===== src/rtl/controller_fsm_pkg.sv =====
// Shared types and encodings for the fetch/decode/execute controller.
package ctrl_pkg;

  typedef enum logic [3:0] {
    S_INIT   = 4'd0,
    S_FETCH  = 4'd1,
    S_DECODE = 4'd2,
    S_NOOP   = 4'd3,
    S_LOAD_A = 4'd4,
    S_LOAD_B = 4'd5,
    S_STORE  = 4'd6,
    S_ADD    = 4'd7,
    S_SUB    = 4'd8,
    S_HALT   = 4'd9
  } state_t;

  localparam logic [3:0] OP_NOOP  = 4'd0;
  localparam logic [3:0] OP_STORE = 4'd1;
  localparam logic [3:0] OP_LOAD  = 4'd2;
  localparam logic [3:0] OP_ADD   = 4'd3;
  localparam logic [3:0] OP_SUB   = 4'd4;
  localparam logic [3:0] OP_HALT  = 4'd5;

  localparam logic [2:0] ALU_PASS = 3'd0;
  localparam logic [2:0] ALU_ADD  = 3'd1;
  localparam logic [2:0] ALU_SUB  = 3'd2;

endpackage


===== src/rtl/controller_fsm_if.sv =====
// Controller <-> datapath bundle: instruction in, PC/IR/RAM/RF/ALU controls out.
interface controller_fsm_if;
  logic [15:0] ir;
  logic        pc_clr;
  logic        pc_up;
  logic        ir_ld;
  logic [7:0]  d_addr;
  logic        d_wr;
  logic        rf_s;
  logic [3:0]  rf_w_addr;
  logic        rf_w_en;
  logic [3:0]  rf_ra_addr;
  logic [3:0]  rf_rb_addr;
  logic [2:0]  alu_s0;
  logic [3:0]  state_out;

  modport master (
    input  ir,
    output pc_clr, pc_up, ir_ld, d_addr, d_wr, rf_s, rf_w_addr, rf_w_en,
           rf_ra_addr, rf_rb_addr, alu_s0, state_out
  );

  modport slave (
    output ir,
    input  pc_clr, pc_up, ir_ld, d_addr, d_wr, rf_s, rf_w_addr, rf_w_en,
           rf_ra_addr, rf_rb_addr, alu_s0, state_out
  );
endinterface


===== src/rtl/controller_fsm_ir_field_decode.sv =====
// Splits the 16-bit instruction into its opcode and operand fields.
module ir_field_decode (
  input  logic [15:0] ir,
  output logic [3:0]  op,
  output logic [3:0]  ra,
  output logic [3:0]  rb,
  output logic [3:0]  rq,
  output logic [7:0]  addr_ld,
  output logic [7:0]  addr_st
);

  // LOAD carries its address in [11:4], STORE in [7:0]
  assign op      = ir[15:12];
  assign ra      = ir[11:8];
  assign rb      = ir[7:4];
  assign rq      = ir[3:0];
  assign addr_ld = ir[11:4];
  assign addr_st = ir[7:0];

endmodule


===== src/rtl/controller_fsm.sv =====
// Moore fetch/decode/execute sequencer driving PC, IR, data RAM, register file and ALU.
//
// state  | meaning
// INIT   | clear PC after reset
// FETCH  | load IR, advance PC
// DECODE | branch on opcode
// NOOP   | idle execute slot (also illegal opcodes)
// LOAD_A | present RAM address, wait RAM_RD_LAT cycles
// LOAD_B | write RAM data into RF[rq]
// STORE  | write RF[ra] into RAM
// ADD    | RF[rq] <= RF[ra] + RF[rb]
// SUB    | RF[rq] <= RF[ra] - RF[rb]
// HALT   | terminal, left only by reset
module controller_fsm
  import ctrl_pkg::*;
#(
  parameter int RAM_RD_LAT = 1
) (
  input  logic              clk,
  input  logic              rst_n,
  controller_fsm_if.master  bus
);

  localparam logic [2:0] WAIT_TC = 3'(RAM_RD_LAT - 1);

  state_t     state;
  state_t     state_nxt;
  logic [2:0] wait_cnt;

  logic [3:0] op;
  logic [3:0] ra;
  logic [3:0] rb;
  logic [3:0] rq;
  logic [7:0] addr_ld;
  logic [7:0] addr_st;

  ir_field_decode u_dec (
    .ir      (bus.ir),
    .op      (op),
    .ra      (ra),
    .rb      (rb),
    .rq      (rq),
    .addr_ld (addr_ld),
    .addr_st (addr_st)
  );

  always_ff @(posedge clk or negedge rst_n) begin
    if (!rst_n) begin
      state    <= S_INIT;
      wait_cnt <= 3'd0;
    end else begin
      state <= state_nxt;
      // counts only while LOAD_A persists, so it restarts at 0 on every entry
      if (state == S_LOAD_A && state_nxt == S_LOAD_A) begin
        wait_cnt <= wait_cnt + 3'd1;
      end else begin
        wait_cnt <= 3'd0;
      end
    end
  end

  always_comb begin
    state_nxt = state;
    case (state)
      S_INIT:   state_nxt = S_FETCH;
      S_FETCH:  state_nxt = S_DECODE;
      S_DECODE: begin
        case (op)
          OP_STORE: state_nxt = S_STORE;
          OP_LOAD:  state_nxt = S_LOAD_A;
          OP_ADD:   state_nxt = S_ADD;
          OP_SUB:   state_nxt = S_SUB;
          OP_HALT:  state_nxt = S_HALT;
          default:  state_nxt = S_NOOP;
        endcase
      end
      S_LOAD_A: begin
        if (wait_cnt == WAIT_TC) begin
          state_nxt = S_LOAD_B;
        end
      end
      S_NOOP, S_LOAD_B, S_STORE, S_ADD, S_SUB: state_nxt = S_FETCH;
      S_HALT:   state_nxt = S_HALT;
      default:  state_nxt = S_INIT;
    endcase
  end

  always_comb begin
    bus.pc_clr     = 1'b0;
    bus.pc_up      = 1'b0;
    bus.ir_ld      = 1'b0;
    bus.d_addr     = 8'd0;
    bus.d_wr       = 1'b0;
    bus.rf_s       = 1'b0;
    bus.rf_w_addr  = 4'd0;
    bus.rf_w_en    = 1'b0;
    bus.rf_ra_addr = 4'd0;
    bus.rf_rb_addr = 4'd0;
    bus.alu_s0     = ALU_PASS;
    bus.state_out  = state;
    case (state)
      S_INIT:  bus.pc_clr = 1'b1;
      S_FETCH: begin
        bus.ir_ld = 1'b1;
        bus.pc_up = 1'b1;
      end
      S_LOAD_A: begin
        bus.d_addr = addr_ld;
        bus.rf_s   = 1'b1;
      end
      S_LOAD_B: begin
        bus.d_addr    = addr_ld;
        bus.rf_s      = 1'b1;
        bus.rf_w_addr = rq;
        bus.rf_w_en   = 1'b1;
      end
      S_STORE: begin
        bus.d_addr     = addr_st;
        bus.rf_ra_addr = ra;
        bus.d_wr       = 1'b1;
      end
      S_ADD, S_SUB: begin
        bus.rf_ra_addr = ra;
        bus.rf_rb_addr = rb;
        bus.alu_s0     = (state == S_ADD) ? ALU_ADD : ALU_SUB;
        bus.rf_w_addr  = rq;
        bus.rf_w_en    = 1'b1;
      end
      default: ;
    endcase
  end

endmodule


===== src/flat_wrapper.sv =====
// flat-port wrapper written by rule: the top's interface ports become plain ports
module controller_fsm_flat import ctrl_pkg::*;
#(
  parameter int RAM_RD_LAT = 1
)
  (clk, rst_n, bus_ir, bus_pc_clr, bus_pc_up, bus_ir_ld, bus_d_addr, bus_d_wr, bus_rf_s, bus_rf_w_addr, bus_rf_w_en, bus_rf_ra_addr, bus_rf_rb_addr, bus_alu_s0, bus_state_out);
  controller_fsm_if bus_i ();
  input  logic clk;
  input  logic rst_n;
  input wire logic [$bits(bus_i.ir)-1:0] bus_ir;
  output wire logic [$bits(bus_i.pc_clr)-1:0] bus_pc_clr;
  output wire logic [$bits(bus_i.pc_up)-1:0] bus_pc_up;
  output wire logic [$bits(bus_i.ir_ld)-1:0] bus_ir_ld;
  output wire logic [$bits(bus_i.d_addr)-1:0] bus_d_addr;
  output wire logic [$bits(bus_i.d_wr)-1:0] bus_d_wr;
  output wire logic [$bits(bus_i.rf_s)-1:0] bus_rf_s;
  output wire logic [$bits(bus_i.rf_w_addr)-1:0] bus_rf_w_addr;
  output wire logic [$bits(bus_i.rf_w_en)-1:0] bus_rf_w_en;
  output wire logic [$bits(bus_i.rf_ra_addr)-1:0] bus_rf_ra_addr;
  output wire logic [$bits(bus_i.rf_rb_addr)-1:0] bus_rf_rb_addr;
  output wire logic [$bits(bus_i.alu_s0)-1:0] bus_alu_s0;
  output wire logic [$bits(bus_i.state_out)-1:0] bus_state_out;
  assign bus_i.ir = bus_ir;
  assign bus_pc_clr = bus_i.pc_clr;
  assign bus_pc_up = bus_i.pc_up;
  assign bus_ir_ld = bus_i.ir_ld;
  assign bus_d_addr = bus_i.d_addr;
  assign bus_d_wr = bus_i.d_wr;
  assign bus_rf_s = bus_i.rf_s;
  assign bus_rf_w_addr = bus_i.rf_w_addr;
  assign bus_rf_w_en = bus_i.rf_w_en;
  assign bus_rf_ra_addr = bus_i.rf_ra_addr;
  assign bus_rf_rb_addr = bus_i.rf_rb_addr;
  assign bus_alu_s0 = bus_i.alu_s0;
  assign bus_state_out = bus_i.state_out;
  controller_fsm #(.RAM_RD_LAT(RAM_RD_LAT)) u_core (.clk(clk), .rst_n(rst_n), .bus(bus_i));
endmodule

===== config.mk =====
export PLATFORM = sky130hd
export DESIGN_NAME = controller_fsm_flat
export DESIGN_NICKNAME = d
export VERILOG_FILES = /design/src/rtl/controller_fsm_pkg.sv /design/src/rtl/controller_fsm_if.sv /design/src/rtl/controller_fsm_ir_field_decode.sv /design/src/rtl/controller_fsm.sv /design/src/flat_wrapper.sv
export SDC_FILE = /design/constraint.sdc
export NUM_CORES = 1
export LEC_CHECK = 0
export ABC_CLOCK_PERIOD_IN_PS = 2680
export CAP_MARGIN = 40
export CORE_UTILIZATION = 36
export DETAILED_ROUTE_END_ITERATION = 16
export MAX_ROUTING_LAYER = met4
export PLACE_DENSITY = 0.82
export SLEW_MARGIN = 20
export SYNTH_ARGS = -nofsm -noshare
export SYNTH_HDL_FRONTEND = slang
export SYNTH_SLANG_ARGS = --single-unit

===== constraint.sdc =====
create_clock -name clk -period 2.68 [get_ports clk]
set_input_delay 0.536 -clock clk [delete_from_list [all_inputs] [get_ports clk]]
set_output_delay 0.536 -clock clk [all_outputs]
set_load 0.01 [all_outputs]

==> metrics, run 1 <==
Layout Nets 146; sequential-to-total area share from yosys stat about a quarter; worst vdd ir around 430 uV; Netlist cell types 30; post-route ant nets 0; Ys Warns 0; largest net degree at the start of global routing 15; drt pass-1 iters 4; initial core utilization 38.71%; DPL Wire Length 1629 um; CP arrival 2050 ps; Post-Syn Instances 78; critical path type flip-flop to primary output; Simple-Gate Fraction of Synth Area 35.19%; Compound-Gate Fraction of Synth Area 22.96%; number of global-route vias before repair between 600 and 700; Post-route DRC 0; Adder-Cell Fraction of Synth Area roughly 3.7%; GRT met1 Usage a little over a quarter; Synth area leaders dfrtp_1, and2_1, a22o_1; dominant cell type by area after synthesis dfrtp_1; Worst Path Required 2140 ps; Vias/cell 4.840; CTS Buf Count 3; grt met2 use between 30% and 40%; final setup TNS 0 ps; global route hottest layer met2; first-pass GRT wire length 3029 um; CP endpoint kind primary output; Hold WC Path Type flip-flop to flip-flop; crit path time final 2588 ps; ant diodes 0; worst skew pair latency 260 ps; clock sinks 7; Yosys reg bits 7; Synth async-reset ratio 100.0%; Die W 45.32 um; Vias 726; synth-to-layout area growth 76.48%; post_cts resized 0; most common cell in the synthesized netlist and2_1; startpoint types flip-flop; clock root buffer clkbuf_4; EDFF count, synth 0; Critical Path Fanout Max 11; # H-tree levels 1; Top FF cell, synth dfrtp_1; Longest Clk Path Bufs 2; leakage power 0.4735 nW; per-cell routed wire length 13.63 um; DR iter-0 viols 5; CTS clk-pin slew, worst paths 60 ps; WL final around 2000 um; FP Rows 15; routability cong. 0.7552; total gr overflow 0; PwrDens approximately 510 nW/um2; MaxCap Viol Count 0; mux share of post-synthesis cell area 0%; Final Cycle Share between 90% and 100%; M3 GR Usage 6.000%; outcome finished, final reports clean; RSZ-0062 raised after global routing false; post-layout util 68.32%; Setup Fix Bufs, Post-CTS 0; I/O Buffers 49; die area 2054 um2; Synth Net Count 98; Core Footprint 1745 um2; Avg Inst Size Synth 8.662 um2; Die Ht 45.32 um; Setup Viol. Count Final 0; post-synthesis cell area 675.6 um2; Synth Area in XOR/XNOR 2.593%; TritonCTS clock tree yes; I/O pin count 51; FMAX 386.4 MHz; initial antenna violation count 0; Total GRT Usage 21.20%; Hold Vio Cnt, Final 0; Slew Limit Fails 0; Post-CTS Hold Fix Bufs 0; largest family of logic cells by synthesized area simple AND/OR/NAND/NOR gates; Clock Skews roughly 1.2 ps; synth cell count leaders and2_1, a22o_1, dfrtp_1; proportion of layout cells with a drive suffix above 1 8.000%; post-synth top area share between 20 and 30%
## cells in the final DEF (no fill, tap or decap), drive strengths merged
master	instances
a211oi	4
a21o	2
a21oi	2
a22o	8
and2	13
and3	2
buf	2
clkbuf	4
clkdlybuf4s50	49
conb	1
dfrtp	7
ha	2
inv	2
nand2	1
nand2b	2
nand3b	2
nor2	3
nor2b	5
nor3	2
nor3b	1
nor4	1
nor4b	2
o211ai	1
o21a	1
o21ai	3
or2	1
xnor2	1
xor2	1
## state kept, by name, indices dropped and copies added, names as in the netlist
| signal | count |
|---|---|
| u_core.bus.state_out | 4 |
| u_core.wait_cnt | 3 |
## power by group
group	switching, mW	leakage, nW	internal (mW)
clock	0.0444	0.0150	0.0572
combinational	0.126	0.367	0.198
sequential	0.0629	0.0916	0.126
total	0.233	0.474	0.381
## cells by family after synthesis
kind of cell,Yosys count
xor+xnor,2
flops,7
fa+ha+maj,2
simple gates,35
other cells,1
compound gates,21
buf+inv,10
## worst paths after layout
check | start | to | slack [ps] | cells after the start
max | u_core.bus.state_out[3] | bus_rf_rb_addr[1] | 90 | 4
min | u_core.wait_cnt[0] | u_core.wait_cnt[0] | 470 | 1
max reg2reg | u_core.bus.state_out[2] | u_core.bus.state_out[2] | 1320 | 4
min reg2reg | u_core.wait_cnt[0] | u_core.wait_cnt[0] | 470 | 1
max in group asynchronous | rst_n | u_core.bus.state_out[1] | 1900 | 1
min in group asynchronous | rst_n | u_core.bus.state_out[2] | 530 | 1
## area by class of cell
class | count | area [um2]
tap | 25 | 31.28
clock buffer | 4 | 26.28
multi-input combinational | 61 | 445.4
timing repair buffer | 51 | 505.5
fill | 148 | 553.0
inverter | 2 | 7.507
sequential | 7 | 176.4
## metal layers
metal  up-vias  routed length (um)
met5         -                   0
met4         0                  16
met3         2                  79
met2        16                1086
met1       342                 862
li1        366                   -
## worst max-delay path: stages, from the launching register on
cell and delay [ps]:
dfrtp_1 560, nor4b_4 340, or2_1 200, and2_1 130
clkdlybuf4s50_1 550
## stage by stage
| stage | power (mW) | hold WS [ps] | instance area [um2] | setup slack, ps | cells |
|---|---|---|---|---|---|
| final | 0.6140 | 465.8 | 1192 | 91.95 | 150 |
| after global routing | 0.6556 | 499.9 | 1192 | 1.583 | 150 |
| after CTS | 0.6179 | 469.0 | 1185 | 29.93 | 150 |
| after detailed placement | 0.5102 | 461.8 | 1159 | 318.8 | 146 |
| after global placement | 0.5103 | 453.6 | 1159 | 319.5 | 146 |
| after floorplan | 0.3548 | 240.4 | 675.6 | 785.4 | 78 |
Power figures use the tool's default switching activity.
==> inputs of run 2 (changes only) <==
- CORE_UTILIZATION: 36 -> 30
- PLACE_DENSITY: 0.82 -> 0.7
==> run 2 against run 1 <==
Global-route usage down 2.7 points; cell area up 0.63%; sequential share of layout area about the same; first-iteration DRC count up 20%; combinational power up 1%; largest cell class unchanged; non-clock buffer count up 1.
==> metrics, run 2 (synthesis gave the netlist of run 1 again) <==
outcome finished, final reports clean; FMAX 394.6 MHz; routability cong. 0.7907; crit path time final 2534 ps; Clock Skews 7.349 ps; CP endpoint kind primary output; CP arrival 2000 ps; die area 2446 um2; Setup Viol. Count Final 0; Die Ht around 49 um; CTS Buf Count 3; final worst setup slack between 100 and 150 ps; filler cell count 195; worst vdd ir 371.5 uV; PwrDens 511.3 nW/um2; Post-CTS Hold Fix Bufs 0; Worst R2R Setup Slack approximately 1200 ps; Longest Clk Path Bufs 2; I/O pin count 51; CTS clk-pin slew, worst paths about 60 ps; RSZ-0062 raised after global routing false; DR iter-0 viols 6; largest net degree at the start of global routing 15; Critical Path Fanout Max 7; Vias/cell roughly 4.8; worst skew pair latency 250 ps; critical path type flip-flop to primary output; dpl ws 312.3 ps; Core Footprint 2042 um2; Hold Vio Cnt, Final 0; I/O Buffers 49; Vias 731; TritonCTS clock tree yes; # H-tree levels 1; Layout Nets 147; commonest cells after routing, fill and taps aside clkdlybuf4s50_1, and2_1, a22o_1; Slew Limit Fails 0; total gr overflow 0; post-route ant nets 0; number of global-route vias before repair 670; Post-route DRC 0; initial core utilization 33.09%; synth-to-layout area growth 77.59%; Final Cycle Share 94.56%; clock root buffer clkbuf_4; clock sinks 7; final setup TNS 0 ps; proportion of layout cells with a drive suffix above 1 between 10% and 20%; Die W roughly 50 um; per-cell routed wire length 13.54 um; commonest non-fill, non-tap cell in the layout clkdlybuf4s50_1; Total GRT Usage 18.48%; initial antenna violation count 0; startpoint types flip-flop; WL final 2071 um; ant diodes 0; first-pass GRT wire length roughly 3400 um; FP Rows 16; Hold WC Path Type flip-flop to flip-flop; drt pass-1 iters 4; MaxCap Viol Count 0; max FFs per register 4; leakage power 0.4804 nW; Worst Path Required 2140 ps
-- run 2: cell types whose count changed in the layout (fill, tap and decap cells not counted) --
cell | previous run | this run
buf_4 | 2 | 3
clkbuf_1 | 1 | 0
clkinv_2 | 0 | 1
dfrtp_1 | 6 | 5
dfrtp_2 | 1 | 2
nor2b_2 | 0 | 1
nor2b_4 | 1 | 0
-- run 2: stage by stage --
| stage | total power [mW] | std cells | hold slack [ps] | area (um2) | util, % |
|---|---|---|---|---|---|
| 3_3_place_gp | 0.5103 | 149 | 447.1 | 1169 | 57.23 |
| 2_1_floorplan | 0.3548 | 78 | 240.4 | 675.6 | - |
| 4_1_cts | 0.6148 | 153 | 476.0 | 1196 | 58.58 |
| 6_report | 0.6135 | 153 | 464.1 | 1200 | 58.76 |
| 3_5_place_dp | 0.5147 | 149 | 465.1 | 1169 | 57.23 |
| 5_1_grt | 0.6473 | 153 | 492.3 | 1200 | 58.76 |
-- run 2: path summary, 6_finish.rpt --
path / endpoint / from / cells past startpoint
min in group asynchronous: u_core.wait_cnt[0] / rst_n / 1
hold / removal: u_core.wait_cnt[0] / u_core.wait_cnt[0] / 1
setup reg to reg: u_core.bus.state_out[2] / u_core.bus.state_out[2] / 4
max in group asynchronous: u_core.bus.state_out[1] / rst_n / 1
setup / recovery: bus_rf_rb_addr[3] / u_core.bus.state_out[2] / 5
hold reg to reg: u_core.wait_cnt[0] / u_core.wait_cnt[0] / 1
-- run 2: critical path: stages (launching register included) --
cell and delay (ps):
dfrtp_1 430, nor2b_2 290, and3_1 220, or2_1 150
and2_1 130, clkdlybuf4s50_1 530
-- run 2: power breakdown --
part | switching (mW) | leakage [nW] | total, mW | internal, mW
combinational | 0.129 | 0.372 | 0.328 | 0.199
sequential | 0.0595 | 0.0907 | 0.187 | 0.128
clock | 0.0432 | 0.0177 | 0.0979 | 0.0547
total | 0.232 | 0.480 | 0.613 | 0.381
-- run 2: routing by layer --
metal  wire length (um)  share of wire [%]  up-vias  global-route usage (%)
li1                   -                  -      376                       -
met1                911                 44      338                   21.99
met2               1098                 53       15                   31.74
met3                 47                2.3        2                   2.469
met4                 14               0.68        0                   6.667
met5                  0                  0        -                       -
-- run 2: what timing repair did --
action | 4_1_cts | 5_1_grt
resized for setup | 0 | 3
setup endpoints to repair | 0 | 10
setup buffers | 0 | 0
-- run 2: layout make-up --
cell class	instances	area, um2	area share, %
timing repair buffer	52	513.0	42.75
multi-input combinational	61	440.4	36.70
sequential	7	177.7	14.81
tap	27	33.78	2.815
clock buffer	3	22.52	1.877
inverter	2	7.507	0.6257
clock inverter	1	5.005	0.4171
